$ cat src/rtl/drone_motor_arm_ctrl.sv
// rtl/drone_motor_arm_ctrl.sv - ESC arming, slew-limited throttle and watchdog failsafe controller
// Optional idle spin while armed: define MOTOR_IDLE_SPIN_EN.
module drone_motor_arm_ctrl #(
  parameter int NUM_MOTORS    = 4,
  parameter int REGBITDEPTH   = 8,
  parameter int TICK_DIV      = 100_000,
  parameter int ARM_TICKS     = 2000,
  parameter int TIMEOUT_TICKS = 100,
  parameter int SLEW_STEP     = 4,
  parameter int IDLE_LEVEL    = 16
) (
  input  logic                              clk,
  input  logic                              reset_n,
  input  logic                              arm_req,
  input  logic                              disarm_req,
  input  logic                              cmd_valid,
  output logic                              cmd_ready,
  input  logic [NUM_MOTORS*REGBITDEPTH-1:0] cmd_data,
  output logic [NUM_MOTORS*REGBITDEPTH-1:0] motor_output,
  output logic                              armed,
  output logic [1:0]                        state,
  output logic [1:0]                        fault
);

  localparam int W  = REGBITDEPTH;
  localparam int VW = NUM_MOTORS * REGBITDEPTH;
  localparam int TW = (TICK_DIV > 1) ? $clog2(TICK_DIV) : 1;
  localparam int AW = $clog2(ARM_TICKS + 1);
  localparam int WW = $clog2(TIMEOUT_TICKS + 1);

  localparam logic [TW-1:0] TICK_LAST = TW'(TICK_DIV - 1);
  localparam logic [AW-1:0] ARM_LAST  = AW'(ARM_TICKS - 1);
  localparam logic [WW-1:0] WD_LAST   = WW'(TIMEOUT_TICKS - 1);
  localparam logic [W-1:0]  STEP      = W'(SLEW_STEP);
  localparam logic [W-1:0]  IDLE_W    = W'(IDLE_LEVEL);

`ifdef MOTOR_IDLE_SPIN_EN
  localparam bit IDLE_EN = 1'b1;
`else
  localparam bit IDLE_EN = 1'b0;
`endif

  localparam logic [1:0] S_DISARMED = 2'd0;
  localparam logic [1:0] S_ARMING   = 2'd1;
  localparam logic [1:0] S_ARMED    = 2'd2;
  localparam logic [1:0] S_FAILSAFE = 2'd3;

  logic [TW-1:0] tick_cnt;
  logic [AW-1:0] arm_cnt, arm_nxt;
  logic [WW-1:0] wd_cnt, wd_nxt;
  logic [VW-1:0] tgt_q, tgt_nxt, out_nxt, slew_up, slew_down;
  logic [1:0]    state_nxt, fault_nxt;
  logic          tick, cmd_acc;

  // Moves cur toward tgt by at most STEP without overshoot or wrap.
  function automatic logic [W-1:0] slew_to(input logic [W-1:0] cur, input logic [W-1:0] tgt);
    logic [W-1:0] res;
    if (tgt > cur) res = ((tgt - cur) > STEP) ? cur + STEP : tgt;
    else           res = ((cur - tgt) > STEP) ? cur - STEP : tgt;
    return res;
  endfunction

  function automatic logic [W-1:0] eff_target(input logic [W-1:0] tgt);
    return (IDLE_EN && (tgt < IDLE_W)) ? IDLE_W : tgt;
  endfunction

  assign tick      = (tick_cnt == TICK_LAST);
  assign cmd_ready = (state != S_FAILSAFE);
  assign cmd_acc   = cmd_valid & cmd_ready;

  always_comb begin
    slew_up   = '0;
    slew_down = '0;
    for (int i = 0; i < NUM_MOTORS; i++) begin
      slew_up[i*W +: W]   = slew_to(motor_output[i*W +: W], eff_target(tgt_q[i*W +: W]));
      slew_down[i*W +: W] = slew_to(motor_output[i*W +: W], '0);
    end
  end

  always_comb begin
    state_nxt = state;
    tgt_nxt   = tgt_q;
    out_nxt   = motor_output;
    arm_nxt   = arm_cnt;
    wd_nxt    = wd_cnt;
    fault_nxt = fault;
    if (cmd_acc) begin
      tgt_nxt = cmd_data;
      wd_nxt  = '0;
    end
    case (state)
      S_DISARMED: begin
        out_nxt = '0;
        wd_nxt  = '0;
        if (!disarm_req && arm_req) begin
          if (tgt_q == '0) begin
            state_nxt = S_ARMING;
            arm_nxt   = '0;
          end else begin
            fault_nxt[0] = 1'b1;
          end
        end
      end
      S_ARMING: begin
        out_nxt = '0;
        wd_nxt  = '0;
        if (disarm_req) begin
          state_nxt = S_DISARMED;
        end else if (cmd_acc && (cmd_data != '0)) begin
          arm_nxt = '0;
        end else if (tick) begin
          if (arm_cnt == ARM_LAST) begin
            state_nxt    = S_ARMED;
            fault_nxt[0] = 1'b0;
            arm_nxt      = '0;
          end else begin
            arm_nxt = arm_cnt + 1'b1;
          end
        end
      end
      S_ARMED: begin
        if (disarm_req) begin
          state_nxt = S_DISARMED;
          out_nxt   = '0;
        end else if (tick) begin
          // Slew uses the registered targets, so a command landing on this tick waits for the next.
          out_nxt = slew_up;
          if (!cmd_acc) begin
            if (wd_cnt == WD_LAST) begin
              state_nxt    = S_FAILSAFE;
              fault_nxt[1] = 1'b1;
              tgt_nxt      = '0;
            end
            wd_nxt = wd_cnt + 1'b1;
          end
        end
      end
      default: begin
        tgt_nxt = '0;
        wd_nxt  = '0;
        if (disarm_req) begin
          state_nxt = S_DISARMED;
          out_nxt   = '0;
        end else if (motor_output == '0) begin
          state_nxt = S_DISARMED;
        end else if (tick) begin
          out_nxt = slew_down;
        end
      end
    endcase
  end

  always_ff @(posedge clk or negedge reset_n) begin
    if (!reset_n) begin
      tick_cnt     <= '0;
      arm_cnt      <= '0;
      wd_cnt       <= '0;
      tgt_q        <= '0;
      motor_output <= '0;
      state        <= S_DISARMED;
      armed        <= 1'b0;
      fault        <= 2'b00;
    end else begin
      tick_cnt     <= tick ? '0 : tick_cnt + 1'b1;
      arm_cnt      <= arm_nxt;
      wd_cnt       <= wd_nxt;
      tgt_q        <= tgt_nxt;
      motor_output <= out_nxt;
      state        <= state_nxt;
      armed        <= (state_nxt == S_ARMED);
      fault        <= fault_nxt;
    end
  end

endmodule

$ cat config.mk
export PLATFORM = sky130hd
export DESIGN_NAME = drone_motor_arm_ctrl
export DESIGN_NICKNAME = d
export VERILOG_FILES = /design/src/rtl/drone_motor_arm_ctrl.sv
export SDC_FILE = /design/constraint.sdc
export NUM_CORES = 1
export LEC_CHECK = 0
export BUFFER_PORTS_ARGS = -buffer_cell sky130_fd_sc_hd__buf_2
export CAP_MARGIN = 30
export CELL_PAD_IN_SITES_DETAIL_PLACEMENT = 0
export CELL_PAD_IN_SITES_GLOBAL_PLACEMENT = 1
export CORE_MARGIN = 2
export CORE_UTILIZATION = 41
export CTS_BUF_LIST = sky130_fd_sc_hd__clkbuf_8
export DETAILED_ROUTE_END_ITERATION = 16
export HOLD_SLACK_MARGIN = 0.1
export PLACE_DENSITY_LB_ADDON = 0.1
export SYNTH_ARGS = -nofsm -noshare
export SYNTH_HDL_FRONTEND = slang
export SYNTH_SLANG_ARGS = --single-unit
$ cat constraint.sdc
create_clock -name clk -period 6.4 [get_ports clk]
set_input_delay 0.64 -clock clk [delete_from_list [all_inputs] [get_ports clk]]
set_output_delay 0.64 -clock clk [all_outputs]
set_load 0.01 [all_outputs]
* Word level (Yosys, flattened, before mapping)
Cells that the tools add are included.
** Cells by class
- Reductions and logical operators :: 14
- Mux-type cells :: 69
- Bitwise operators :: 3
- $lt $le $gt $ge :: 24
- $add $sub $neg :: 23
- Equality and inequality tests :: 17
** Operators by type and width (count)
- 2-to-1 mux 32 bit :: 10
- 2-to-1 mux 8 bit :: 24
- > comparator 8 x 3 -> 1 bit, second input constant :: 16
- case mux 32 bit (2 select lines) :: 2
- 2-to-1 mux 11 bit :: 6
- zero test 32 bit :: 2
- subtractor 8 bit :: 8
- 2-to-1 mux 7 bit :: 5
- adder 8 x 3 -> 8 bit, second input constant :: 4
- > comparator 1 x 8 -> 1 bit, first input constant :: 4
- > comparator 8 bit :: 4
- nonzero test 32 bit :: 1
- subtractor 1 x 8 -> 8 bit, first input constant :: 4
- subtractor 8 x 3 -> 8 bit, second input constant :: 4
- 2-to-1 mux 2 bit :: 12
- case mux 11 bit (2 select lines) :: 1
- adder 17 x 1 -> 17 bit, second input constant :: 1
- == test 17 bit, second input constant :: 1
- 2-to-1 mux 17 bit :: 1
- != test 2 bit, second input constant :: 8
- adder 11 x 1 -> 11 bit, second input constant :: 1
- == test 11 bit, second input constant :: 1
- AND reduction 5 bit :: 2
- adder 7 x 1 -> 7 bit, second input constant :: 1
- other kinds (18) :: 27
** Word-level totals
- Output and inout bits :: 38
- Input port bits :: 37
- Register bits :: 104
- Logic and storage cells :: 159

* Longest topological paths before layout
- Depth after elaboration :: 8
- Depth in mapped cells :: 13
- Mapped depth without buffers :: 11

* Worst setup path after synthesis
Ideal clock, no wire load.
- Path kind :: flip-flop to flip-flop
- Start :: register motor_output[12]
- End :: register motor_output[10]
- Path buffers :: 3
- Stages on the path, launching flop included :: 14
- Slack :: 3270 ps
- Arrival time :: 2998 ps
- Data required time :: 6268 ps
- Setup time :: 132 ps
- Clock period less this slack :: 3130 ps
- Path through :: dfrtp_1 clkbuf_1 inv_1 ha_1 buf_2 and2_1 a221o_1 or3_1 a211oi_2 o211ai_1 o21a_1 buf_2 a211oi_1 o32ai_1
** Between the ends
- Cells in the longest elaborated chain, start to end :: 8
- Elaborated cells between the ends (all ways) :: 24
- Those cells by class :: 3 x add/sub; 6 x order compare; 1 x eq/ne; 12 x mux; 2 x reduce/logical
** RTL lines
- start: declaration :: line 19 : output logic [NUM_MOTORS*REGBITDEPTH-1:0] motor_output,
- start signal: assignment :: line 168 : motor_output <= out_nxt;
- subtractor 1 x 8 -> 8 bit :: line 58 : if (tgt > cur) res = ((tgt - cur) > STEP) ? cur + STEP : tgt;
- > comparator 8 x 3 -> 1 bit :: line 58
- 2-to-1 mux 8 bit (2 in series) :: line 58
- 2-to-1 mux 32 bit :: line 146 : end else if (tick) begin
- 2-to-1 mux 32 bit :: line 144 : end else if (motor_output == '0) begin
- 2-to-1 mux 32 bit :: line 141 : if (disarm_req) begin
- case mux 32 bit (2 select lines) :: line 91 : case (state)
Parallel ways exist; a longest one is shown, timed or not. The select of a mux whose other input is x is not followed.
A chain may end at the register's enable or synchronous reset.

* Worst setup path after layout
- Start :: register motor_output[18]
- End :: register motor_output[23]
Same word-level chain as after synthesis.

==> flow_summary_export.csv <==
group,metric,value,unit
worst_setup_path,critical-path-top-cell-by-count,"sky130_fd_sc_hd__nor2_1",
detailed_routing,via_cell_ratio,5.89,
sta,final.period_utilization,0.565,
worst_setup_path,cp-endpoint,"motor_output[23]",
sta,timing.setup.tns,0,ps
clock_tree,cts_tree,"yes",
floorplanning,die_height,155,µm
power_and_ir_drop,internal_power,0.00109,W
floorplanning,starting_density,0.414,
sta,finalHoldViolCount,0,
worst_setup_path,worst_r2r_start,"motor_output[18]",
global_route,grt_pass1_vias,8510,
cells_and_area,area_growth_syn_to_layout,8.83,%
worst_setup_path,worst_path_largest_cell_delay,560,ps
clock_tree,ctsHtreeMaxLevel,3,
sta,rsz0062_at_grt,"no",
sta,timing_worst_slew_pin_value,930,ps
worst_setup_path,critical_setup_path_class,"flop to flop",
power_and_ir_drop,comb_power_share,0.243,
worst_setup_path,path_max_fanout,8,
power_and_ir_drop,power.share.sequential,0.447,
global_route,global_route.usage.total,0.244,
global_route,gr-total-overflow,0,
sta,setup-violations-final,0,
placed_design,placed_cells_incl_taps,1454,
worst_setup_path,timing.critical_path.from,"motor_output[18]",
clock_tree,clk_latency,390,ps
worst_setup_path,arrival_time_of_data_at_the_critical_path_endpoint,3900,ps
synthesis,ys.flop_type,"sky130_fd_sc_hd__dfrtp_1",
global_route,grt_pass1_wl,46700,µm
power_and_ir_drop,total_leakage_power,4.55,nW
placed_design,placement.io_buffers,74,
worst_setup_path,crit_path_end_kind,"flop",
synthesis,synthCells,1138,
worst_setup_path,path_cells,"inv_1 > ha_1 > nor2_1 > a211oi_2 > o41ai_1 > mux2_2 > a211oi_1 > nor2_1 > o21a_1 > a221o_1",
global_route,grt_antenna_before_repair,4,
worst_setup_path,buffers_plus_inverters_on_the_worst_setup_path,1,
synthesis,yosys_register_bits,104,
outcome,outcome,"finished clean",
synthesis,synth.avg_cell_area,8.19,µm²
worst_setup_path,critical_path.slowest_cell,"sky130_fd_sc_hd__dfrtp_1",
cells_and_area,instances_no_fill,1474,
worst_setup_path,worst_setup_path_start_kind,"flop",
detailed_routing,remaining_drc_errors,0,
worst_setup_path,number_of_cells_on_the_critical_path,10,
clock_tree,clock_tree.buffer_depth,2,
worst_setup_path,regToRegSetupSlack,2780,ps
power_and_ir_drop,power.ir.vdd_worst,130,µV
worst_setup_path,reg2reg_depth,10,
detailed_routing,routed_wirelength,28600,µm
detailed_routing,drt.antenna.violating_nets,0,
power_and_ir_drop,powerDensity,158,mW/mm²
detailed_routing,route.vias.total,8685,
hold_path,min-delay-path-class,"primary input to async pin",
synthesis,synth_async_sr_flop_share,1.00,
detailed_routing,dr.first_iter.drc_count,461,
power_and_ir_drop,power_frac_clock,0.310,
sta,highest_achievable_clock_rate,276,MHz
floorplanning,die_area,0.0240,mm²
cells_and_area,num-nets-final,1301,
clock_tree,clock_tree.root_cell,"sky130_fd_sc_hd__clkbuf_8",
detailed_routing,first_pass_iters,5,
clock_tree,ctsHoldBuffers,0,
worst_setup_path,critPathTopFamily,"compound AO/OA/AOI/OAI gates",
detailed_routing,avg_wl_per_cell,19.4,µm
sta,timing.final.max_slew_violations,0,
synthesis,yosysSeqAreaShare,0.279,
placed_design,place_congestion,0.836,
floorplanning,io_pins,75,
sta,relSlewSlack,0.379,
power_and_ir_drop,p_switching,0.000519,W
cells_and_area,mostFrequentLayoutCell,"sky130_fd_sc_hd__nor2_1",
sta,fin_worst_hold_slack,211,ps
clock_tree,tritoncts_num_sinks,104,
cells_and_area,share_of_post_route_cells_with_drive_strength_above_1,0.111,
synthesis,netlist_area,0.00933,mm²
cells_and_area,layout.cells.most_common_list,"sky130_fd_sc_hd__nor2_1, sky130_fd_sc_hd__dfrtp_1, sky130_fd_sc_hd__inv_1",
placed_design,hpwlAfterDp,21600,µm
power_and_ir_drop,power.switching_fraction,0.323,
worst_setup_path,r2r-end,"motor_output[23]",
clock_tree,numCtsBuffers,9,
worst_setup_path,worstPathRequired,6680,ps
synthesis,synth_cell_type_count,90,
run,max_cap_viol_count,0,
synthesis,postSynthNetCount,1258,
global_route,grt_max_degree,66,
sta,final.setup_skew,16.2,ps
clock_tree,cts.repair_timing.setup_buffer_count,0,
floorplanning,row_cnt,55,
synthesis,yosys_warnings,0,
clock_tree,cts.repair.resized,0,
sta,min_period,3620,ps
floorplanning,chipWidth,155,µm
clock_tree,worst_path_clk_slew,110,ps
synthesis,synth_enable_flop_cells,0,
floorplanning,core_area,0.0225,mm²
==> power groups by stage <==
stage / combinational, W / clock [W] / sequential (W)
floorplan: 0.000285 / 0 / 0.000711
global placement: 0.000384 / 0 / 0.000730
detailed placement: 0.000383 / 0 / 0.000730
CTS: 0.000386 / 0.000515 / 0.000717
global route: 0.000436 / 0.000542 / 0.000721
finish: 0.000389 / 0.000498 / 0.000718
==> cells in the mapped netlist (16+ instances only) <==
master,count,area share
sky130_fd_sc_hd__nand2_1,70,0.028
sky130_fd_sc_hd__mux2i_1,47,0.050
sky130_fd_sc_hd__a21oi_1,47,0.025
sky130_fd_sc_hd__nor4_1,33,0.022
sky130_fd_sc_hd__nand3_1,39,0.021
sky130_fd_sc_hd__clkbuf_1,29,0.012
sky130_fd_sc_hd__o21ai_1,31,0.017
sky130_fd_sc_hd__ha_1,79,0.11
sky130_fd_sc_hd__nand2b_1,27,0.018
sky130_fd_sc_hd__nor2b_1,16,0.011
sky130_fd_sc_hd__nor3_1,37,0.020
sky130_fd_sc_hd__and3_1,17,0.011
sky130_fd_sc_hd__dfrtp_1,104,0.28
sky130_fd_sc_hd__nand4_1,20,0.013
sky130_fd_sc_hd__inv_1,82,0.033
sky130_fd_sc_hd__buf_2,16,0.0086
sky130_fd_sc_hd__nor2_1,124,0.050
sky130_fd_sc_hd__o21ai_0,57,0.031
sky130_fd_sc_hd__xnor2_1,28,0.026
==> per-layer routing <==
metal  wire (µm)  track usage  share of wire
met1       13400        0.332           0.47
met2       13200        0.398           0.46
met3        1470       0.0502          0.051
met4         619       0.0626          0.022
met5          13            0        0.00045
==> logic make-up after synthesis <==
kind of cell,share of synthesized area
buffers and inverters,0.0561
AND/OR/NAND/NOR,0.245
XOR/XNOR,0.0394
flip-flops,0.279
adder cells (fa/ha/maj),0.115
multiplexers,0.0541
AO/OA/AOI/OAI,0.212
==> sequential cells by signal, indices dropped and copies added, names as in the netlist <==
register / cells
arm_cnt: 11
armed: 1
fault: 2
motor_output: 32
state: 2
tgt_q: 32
tick_cnt: 17
wd_cnt: 7
==> final cells by class <==
class	count	area (µm²)
Tap cell	285	357
Timing Repair Buffer	81	425
Sequential cell	104	2600
Clock buffer	9	124
Fill cell	2333	12400
Antenna cell	4	10.0
Inverter	82	308
Clock inverter	6	108
Multi-Input combinational cell	903	6210
==> how the worst min path moves through the flow <==
stage | endpoint | from | depth (start not counted) | slack (ps)
detailed placement | tick_cnt[4] | tick_cnt[4] | 1 | 470
global route | motor_output[6] | reset_n | 1 | 230
global placement | tick_cnt[4] | tick_cnt[4] | 1 | 470
floorplan | arm_cnt[0] | reset_n | 0 | 340
CTS | motor_output[6] | reset_n | 1 | 230
finish | motor_output[6] | reset_n | 1 | 210
==> through the flow <==
step           utilization  power (W)  cell area, µm²  setup slack, ps
2_1_floorplan            -   0.000995            9330             3270
3_3_place_gp         0.440    0.00111            9900             2770
3_5_place_dp         0.440    0.00111            9900             2790
4_1_cts              0.450    0.00162           10100             2770
5_1_grt              0.451    0.00170           10100             2510
6_report             0.451    0.00160           10100             2780
Power figures use the tool's default switching activity.
